## config.mk

```make
export PLATFORM = sky130hd
export DESIGN_NAME = regfile_mp
export DESIGN_NICKNAME = d
export VERILOG_FILES = /design/src/rtl/regfile_mp_pkg.sv /design/src/rtl/regfile_rdport.sv /design/src/rtl/regfile_mp.sv
export SDC_FILE = /design/constraint.sdc
export NUM_CORES = 2
export LEC_CHECK = 0
export BUFFER_PORTS_ARGS = -buffer_cell sky130_fd_sc_hd__buf_2
export CAP_MARGIN = 20
export CELL_PAD_IN_SITES_DETAIL_PLACEMENT = 0
export CELL_PAD_IN_SITES_GLOBAL_PLACEMENT = 1
export CORE_UTILIZATION = 49
export DETAILED_ROUTE_END_ITERATION = 7
export HOLD_SLACK_MARGIN = 0.15
export PLACE_DENSITY = 0.76
export SLEW_MARGIN = 5
export SYNTH_ARGS = -nofsm -noshare
export SYNTH_HDL_FRONTEND = slang
export SYNTH_SLANG_ARGS = --single-unit
```

## constraint.sdc

```tcl
create_clock -name clk -period 5.9 [get_ports clk]
set_input_delay 0.885 -clock clk [delete_from_list [all_inputs] [get_ports clk]]
set_output_delay 0.885 -clock clk [all_outputs]
set_load 0.005 [all_outputs]
```

## src/rtl/regfile_mp_pkg.sv

```systemverilog
// Shared definitions for the multi-ported register file: FSM encoding and
// the zero constants used for the sweep, read masking and address-0 rule.
package regfile_mp_pkg;

  typedef enum logic {
    ST_INIT = 1'b0,
    ST_RUN  = 1'b1
  } state_t;

  // Widest register supported; narrower files take a low slice of ZERO_WORD.
  localparam int MAX_DATA_W = 256;
  localparam logic [MAX_DATA_W-1:0] ZERO_WORD = '0;

  // Register 0 is hard-wired to zero and never written or marked pending.
  localparam int ADDR_ZERO = 0;

endpackage

```

## src/rtl/regfile_rdport.sv

```systemverilog
// One combinational read port: masks disabled/address-0 reads, forwards
// same-cycle write data (port 1 ahead of port 0), and reports the pending bit.
module regfile_rdport
  import regfile_mp_pkg::*;
#(
  parameter int DATA_W = 32,
  parameter int ADDR_W = 5
) (
  input  logic              run,
  input  logic              re,
  input  logic [ADDR_W-1:0] raddr,
  input  logic              we0,
  input  logic [ADDR_W-1:0] waddr0,
  input  logic [DATA_W-1:0] wdata0,
  input  logic              we1,
  input  logic [ADDR_W-1:0] waddr1,
  input  logic [DATA_W-1:0] wdata1,
  input  logic [DATA_W-1:0] stored,
  input  logic              pend_bit,
  output logic [DATA_W-1:0] rdata,
  output logic              rpend
);

  // Bypass mux; the write enables arriving here are already qualified.
  always_comb begin
    rdata = ZERO_WORD[DATA_W-1:0];
    rpend = 1'b0;
    if (run && re && (raddr != ADDR_W'(ADDR_ZERO))) begin
      // Pending flag reflects stored state only; same-cycle clears are not forwarded.
      rpend = pend_bit;
      if (we1 && (waddr1 == raddr)) begin
        rdata = wdata1;
      end else if (we0 && (waddr0 == raddr)) begin
        rdata = wdata0;
      end else begin
        rdata = stored;
      end
    end
  end

endmodule

```

## src/rtl/regfile_mp.sv

```systemverilog
// Two-write, NUM_RD-read register file with a per-entry pending scoreboard.
// After reset or a clear request the storage is zeroed by a one-entry-per-cycle
// sweep; ready stays low until the sweep has covered every entry.
module regfile_mp
  import regfile_mp_pkg::*;
#(
  parameter int DATA_W = 32,
  parameter int ADDR_W = 5,
  parameter int NUM_RD = 2
) (
  input  logic                     clk,
  input  logic                     rst,
  input  logic                     we0,
  input  logic                     we1,
  input  logic [ADDR_W-1:0]        waddr0,
  input  logic [ADDR_W-1:0]        waddr1,
  input  logic [DATA_W-1:0]        wdata0,
  input  logic [DATA_W-1:0]        wdata1,
  input  logic [NUM_RD-1:0]        re,
  input  logic [NUM_RD*ADDR_W-1:0] raddr,
  output logic [NUM_RD*DATA_W-1:0] rdata,
  output logic [NUM_RD-1:0]        rpend,
  input  logic                     mark_en,
  input  logic [ADDR_W-1:0]        mark_addr,
  input  logic                     clr_req,
  output logic                     ready
);

  localparam int DEPTH = 1 << ADDR_W;

  state_t              state_reg;
  logic [ADDR_W-1:0]   sweep_idx_reg;
  logic [DATA_W-1:0]   mem_reg [DEPTH];
  logic [DEPTH-1:0]    pend_reg;
  logic [DEPTH-1:0]    pend_next;
  logic                run;
  logic                wr0_ok;
  logic                wr1_ok;
  logic                mark_ok;

  assign run   = (state_reg == ST_RUN);
  assign ready = run;

  // Writes and marks only take effect in RUN, never at a reset edge, and
  // writes to register 0 are dropped before they reach storage or bypass.
  assign wr0_ok  = run && !rst && we0 && (waddr0 != ADDR_W'(ADDR_ZERO));
  assign wr1_ok  = run && !rst && we1 && (waddr1 != ADDR_W'(ADDR_ZERO));
  assign mark_ok = run && !rst && mark_en;

  // Sweep/run state machine; reset restarts the sweep even mid-sweep.
  always_ff @(posedge clk) begin
    if (rst) begin
      state_reg     <= ST_INIT;
      sweep_idx_reg <= '0;
    end else begin
      case (state_reg)
        ST_INIT: begin
          sweep_idx_reg <= sweep_idx_reg + 1'b1;
          if (sweep_idx_reg == '1) begin
            state_reg <= ST_RUN;
          end
        end
        ST_RUN: begin
          if (clr_req) begin
            state_reg     <= ST_INIT;
            sweep_idx_reg <= '0;
          end
        end
        default: begin
          state_reg     <= ST_INIT;
          sweep_idx_reg <= '0;
        end
      endcase
    end
  end

  // Storage: sweep zeroes one entry per cycle; in RUN port 1 is applied last so it wins.
  always_ff @(posedge clk) begin
    if (state_reg == ST_INIT) begin
      mem_reg[sweep_idx_reg] <= ZERO_WORD[DATA_W-1:0];
    end else begin
      if (wr0_ok) mem_reg[waddr0] <= wdata0;
      if (wr1_ok) mem_reg[waddr1] <= wdata1;
    end
  end

  // Scoreboard next state: writes clear, a mark applied afterwards wins, the
  // sweep clears entries as it zeroes them, and bit 0 never sets.
  always_comb begin
    pend_next = pend_reg;
    if (state_reg == ST_INIT) begin
      pend_next[sweep_idx_reg] = 1'b0;
    end else begin
      if (wr0_ok)  pend_next[waddr0]    = 1'b0;
      if (wr1_ok)  pend_next[waddr1]    = 1'b0;
      if (mark_ok) pend_next[mark_addr] = 1'b1;
    end
    pend_next[ADDR_ZERO] = 1'b0;
  end

  // Scoreboard register; reset clears every pending bit.
  always_ff @(posedge clk) begin
    if (rst) begin
      pend_reg <= '0;
    end else begin
      pend_reg <= pend_next;
    end
  end

  genvar gi;
  generate
    for (gi = 0; gi < NUM_RD; gi++) begin : g_rd
      logic [ADDR_W-1:0] ra;
      assign ra = raddr[gi*ADDR_W +: ADDR_W];

      regfile_rdport #(
        .DATA_W(DATA_W),
        .ADDR_W(ADDR_W)
      ) u_rdport (
        .run     (run),
        .re      (re[gi]),
        .raddr   (ra),
        .we0     (wr0_ok),
        .waddr0  (waddr0),
        .wdata0  (wdata0),
        .we1     (wr1_ok),
        .waddr1  (waddr1),
        .wdata1  (wdata1),
        .stored  (mem_reg[ra]),
        .pend_bit(pend_reg[ra]),
        .rdata   (rdata[gi*DATA_W +: DATA_W]),
        .rpend   (rpend[gi])
      );
    end
  endgenerate

endmodule

```

== Word level (Yosys, flattened, before mapping) ==
Memories as Yosys holds them, arrays and structs flattened.
Cells that the tools add are included.
W data, S select, Z words.

* $add $sub $neg: 1
* $lt $le $gt $ge: 10
* Equal/unequal tests: 6
* Multiplexer cells: 41
* Bitwise operators: 8
* Reduce and logical (&&, ||, !) cells: 24

{| class="wikitable"
|+ Operator list
! kind !! count
|-
| $mux W32 || 13
|-
| $and A32 B32 Y32 || 3
|-
| $not A32 Y32 || 3
|-
| $lt A5 B6 Y1 const B || 6
|-
| $or A32 B32 Y32 || 1
|-
| $reduce_or A32 Y1 || 1
|-
| $demux W1 S5 || 4
|-
| $eq A5 B5 Y1 || 4
|-
| $ge A5 B1 Y1 const B || 4
|-
| $reduce_bool A5 Y1 || 4
|-
| $logic_and A1 B1 Y1 || 18
|-
| $mux W1 || 18
|-
| $bmux W1 S5 || 2
|-
| $mux W5 || 2
|-
| $pmux W5 S2 || 1
|-
| $add A5 B1 Y5 const B || 1
|-
| $eq A5 B5 Y1 const B || 1
|-
| $ne A2 B2 Y1 const B || 1
|-
| $pmux W1 S2 || 1
|-
| $logic_not A1 Y1 || 1
|-
| $not A1 Y1 || 1
|}

* Register bits after elaboration: 38
* Memory bits (writable): 1024
* Bits of input ports: 97
* Output and inout port bits: 67
* Memories: 1

{| class="wikitable"
|+ Memory list
! memory !! depth !! bits a word !! read ports !! clocked after memory_dff !! write ports !! RTL line !! source
|-
| mem_reg || 32 || 32 || 2 || 0 || 2 || regfile_mp.sv:33 || <nowiki>logic [DATA_W-1:0] mem_reg [DEPTH];</nowiki>
|}

== Logic depth before layout (Yosys ltp) ==
* Depth in word-level cells: 14
* Gate-level depth with buffers: 10
* Mapped depth without buffers: 7

== By module ==
Synthesis repeated with hierarchy kept, for this count alone.

* Cell total of the unflattened synthesis: 4759
* Area, all modules: 63283.2 um^2

{| class="wikitable"
|+ Modules (own cells, without submodules)
! module !! instances !! cells each !! area an instance (um^2) !! sequential area each (um^2)
|-
| regfile_mp || 1 || 4403 || 60678.2 || 31490.2
|-
| regfile_rdport || 2 || 178 || 1302.5 || 0.0
|}

== Worst setup path after synthesis ==
No wires, ideal clock.

* Path kind: input port to flip-flop
* Start: input waddr0[2]
* End: memory mem_reg[5][0], enable pin
* Setup time: 466 ps
* Arrival: 4381 ps
* Path slack: 1054 ps
* Cell stages on the path: 8
* Path buffers: 3
* Path through: buf_2 -> nor3_2 -> a21oi_4 -> buf_6 -> buf_6 -> o32ai_2 -> nand2_1 -> o21ai_0

{| class="wikitable"
|+ RTL lines
! item !! RTL line !! source
|-
| start, declared || regfile_mp.sv:15 || <nowiki>input logic [ADDR_W-1:0] waddr0,</nowiki>
|-
| end, declared || regfile_mp.sv:33 ||
|}

== Worst setup path after layout ==
* Start: input raddr[6]
* End: output rdata[55]

* Cells in the longest elaborated chain, start to end: 5
* Elaborated cells between the ends (all ways): 10

{| class="wikitable"
|+ RTL lines
! item !! RTL line !! source
|-
| start, declared || regfile_mp.sv:20 || <nowiki>input logic [NUM_RD*ADDR_W-1:0] raddr,</nowiki>
|-
| branches (longest 4 deep; another with $mem_v2 Z32 W32) || -- ||
|-
| $mux W32 (*) || regfile_rdport.sv:28 || <nowiki>if (run && re && (raddr != ADDR_W'(ADDR_ZERO))) begin</nowiki>
|-
| end, declared || regfile_mp.sv:21 || <nowiki>output logic [NUM_RD*DATA_W-1:0] rdata,</nowiki>
|}

Mark *: on every way between the ends.

==> results.py <==
metrics = {
    "synthesis": {
        "syn-num-nets": 6385,
        "synth.area.top_cells": "edfxtp_1, mux2i_1, o21ai_0",
        "synth_top_area_frac": 0.4866,
        "syn_area_um2": 63200,
        "synth_top_cell_by_area": "edfxtp_1",
        "yosys-top-cells-count": "nand2_1, o21ai_0, edfxtp_1",
        "yosysMostFrequentCell": "nand2_1",
        "synth.distinct_cells": 69,
        "synthArstFlopShare": 0,
        "ys_seq_area_frac": 0.4983,
        "synth-edff-count": 1024,
        "ys_ff_latch": 1061,
        "synthFlopType": "edfxtp_1",
        "syn_inst": 6283,
        "synth.avg_cell_area_um2": 10.06,
        "ys_warn_count": 0,
    },
    "die": {
        "io_pins": 164,
        "num_rows": 131,
        "coreArea_um2": 127700,
        "start_util": 0.4950,
        "die_h_um": 361.1,
        "dieArea_um2": 130400,
        "die_w_um": 361.1,
    },
    "routing": {
        "drt_iter0_markers": 8562,
        "vias_per_cell": 6.851,
        "wl_per_cell_um": 33.25,
        "firstDrtPassIters": 8,
        "antenna_left": 0,
        "vias": 53540,
        "drc": 6,
        "routed_wl_um": 259800,
    },
    "power_and_ir_drop": {
        "seq_power_share": 0.482,
        "ir_drop_mv": 0.2344,
        "finalPower_mw": 17.17,
        "leakagePower_nw": 23.83,
        "pwr-share-comb": 0.090,
        "intPower_mw": 12.88,
        "pwr-share-clk": 0.429,
        "powerDensity_nw_per_um2": 247.8,
        "p_switching_mw": 4.293,
        "switching_share": 0.2500,
    },
    "clock_network": {
        "cts_tree": "yes",
        "cts_buffers": 117,
        "cts.sinks": 1061,
        "clock_path_buffers": 3,
        "cts_setup_buffers": 0,
        "clk_pin_slew_worst_paths_ns": 0.06,
        "cts_root_buf": "clkbuf_16",
        "ctsResizeCount": 0,
        "h-tree-depth": 3,
        "ctsHoldBuffers": 0,
        "insertion_delay_ns": 0.76,
    },
    "final_layout": {
        "largest_register_ffs": 1024,
        "area_growth_pct": 9.630,
        "final_nets": 6150,
        "fillCellCount": 10940,
        "seqCellArea_um2": 31490,
        "layout.cells.non_filler": 7814,
        "drive_above_1_share": 0.1182,
        "multi_input_area_um2": 28960,
    },
    "worst_setup_path": {
        "crit_type": "in -> out",
        "cp.required_ns": 5.02,
        "critPathArrivalTime_ns": 4.03,
        "cp_max_fo": 28,
        "worstSetupEndpointType": "output port",
        "critPathLaunchType": "input port",
    },
    "timing": {
        "grt_setup_unrepaired": "no",
        "fin_crit_ns": 4.916,
        "clock.fmax_mhz": 203.4,
        "setup_tns_ns": 0,
        "max_slew_margin": 0.2240,
        "worst_slack_ns": 0.9839,
        "worstMarginPinSlew_ns": 1.164,
        "maxSlewViolCount": 0,
        "finalSetupViolCount": 0,
        "hold_slack_ns": 0.4594,
        "hold_violations": 0,
        "skew_ns": 0.02764,
        "period_share": 0.8332,
    },
    "grt": {
        "overflow": 0,
        "grt_max_degree": 119,
        "grt_usage": 0.3893,
        "grt_pass1_vias": 49560,
        "antenna_found_initial": 15,
        "grt_pass1_wl_um": 363400,
    },
    "placement": {
        "gp_congestion": 0.9947,
        "portBuffers": 163,
        "pre_cts_ws_ns": 0.9848,
        "dp.cells": 7588,
        "dp_hpwl_um": 161100,
    },
    "hold_path": {
        "hold_path_class": "in -> reg",
    },
    "run": {
        "cap_viol_max_count": 0,
    },
    "outcome": {
        "status": "complete, but fails checks",
        "violations": "design-rule violations",
    },
}
cell type report:
| cell class | count | area share |
|---|---|---|
| Antenna cell | 9 | 0.0003251 |
| Sequential cell | 1061 | 0.4545 |
| Clock buffer | 141 | 0.04417 |
| Timing Repair Buffer | 375 | 0.04116 |
| Tap cell | 1662 | 0.03001 |
| Clock inverter | 73 | 0.009373 |
| Multi-Input combinational cell | 4448 | 0.4180 |
| Inverter | 45 | 0.002438 |
cell usage in the layout, fill, tap and decap left out, types with 78 or more instances in the layout:
master and n:
o22ai_1 281, mux2i_1 886, buf_2 160, buf_4 180
clkbuf_16 119, nand3_1 116, edfxtp_1 1024, mux4_2 86
a221oi_1 78, a22oi_1 100, o21ai_0 1064, nor2_1 101
nand2_1 1261
power groups by stage:
stage,Combinational [mW],Sequential (mW),Clock [mW]
6_report,1.54,8.27,7.36
5_1_grt,1.56,8.28,7.63
4_1_cts,1.48,8.27,7.36
3_5_place_dp,1.47,8.43,0
3_3_place_gp,1.47,8.43,0
2_1_floorplan,0.893,8.42,0
critical path, stage by stage:
cell and delay, ns:
buf_6 0.38, or4b_2 0.70, buf_4 0.42, o22ai_1 0.11
nor4_1 0.90, nand4_1 0.18, o211ai_1 0.18, nand2_1 0.08
buf_2 0.13
metrics by stage:
| stage | area (um^2) | utilization |
|---|---|---|
| 6_report | 69280 | 0.5426 |
| 5_1_grt | 69270 | 0.5425 |
| 4_1_cts | 69200 | 0.5420 |
| 3_5_place_dp | 65490 | 0.5129 |
| 3_3_place_gp | 65450 | 0.5126 |
| 2_1_floorplan | 63200 | - |
routing by layer:
layer / vias to the layer above / wire (um) / global-route usage
li1: 22820 / - / -
met4: 16 / 16890 / 0.2178
met1: 25880 / 96510 / 0.5135
met5: - / 95 / 0
met3: 824 / 33750 / 0.1009
met2: 3997 / 112600 / 0.5829
logic make-up after synthesis:
kind of cell / count (synthesis) / synth area share
AOI/OAI and AO/OA: 1759 / 0.1585
and+or+nand+nor: 1690 / 0.1137
muxes: 974 / 0.1713
adders and majority gates: 5 / 0.0009899
buffers and inverters: 774 / 0.05442
xor gates and xnor gates: 20 / 0.002772
DFF: 1061 / 0.4983
worst paths after layout:
check | from | end | slack (ns) | cells after the start
worst max-delay path | raddr[6] | rdata[55] | 0.98 | 9
worst min-delay path | clr_req | sweep_idx_reg[1]$_SDFFE_PP0P_ | 0.46 | 3
worst max register to register | ready$_SDFF_PP0_ | mem_reg[11][12]$_DFFE_PP_ | 1.73 | 7
worst min register to register | pend_reg[25]$_SDFF_PP0_ | pend_reg[25]$_SDFF_PP0_ | 0.55 | 2
(Power assumes the default switching activity.)
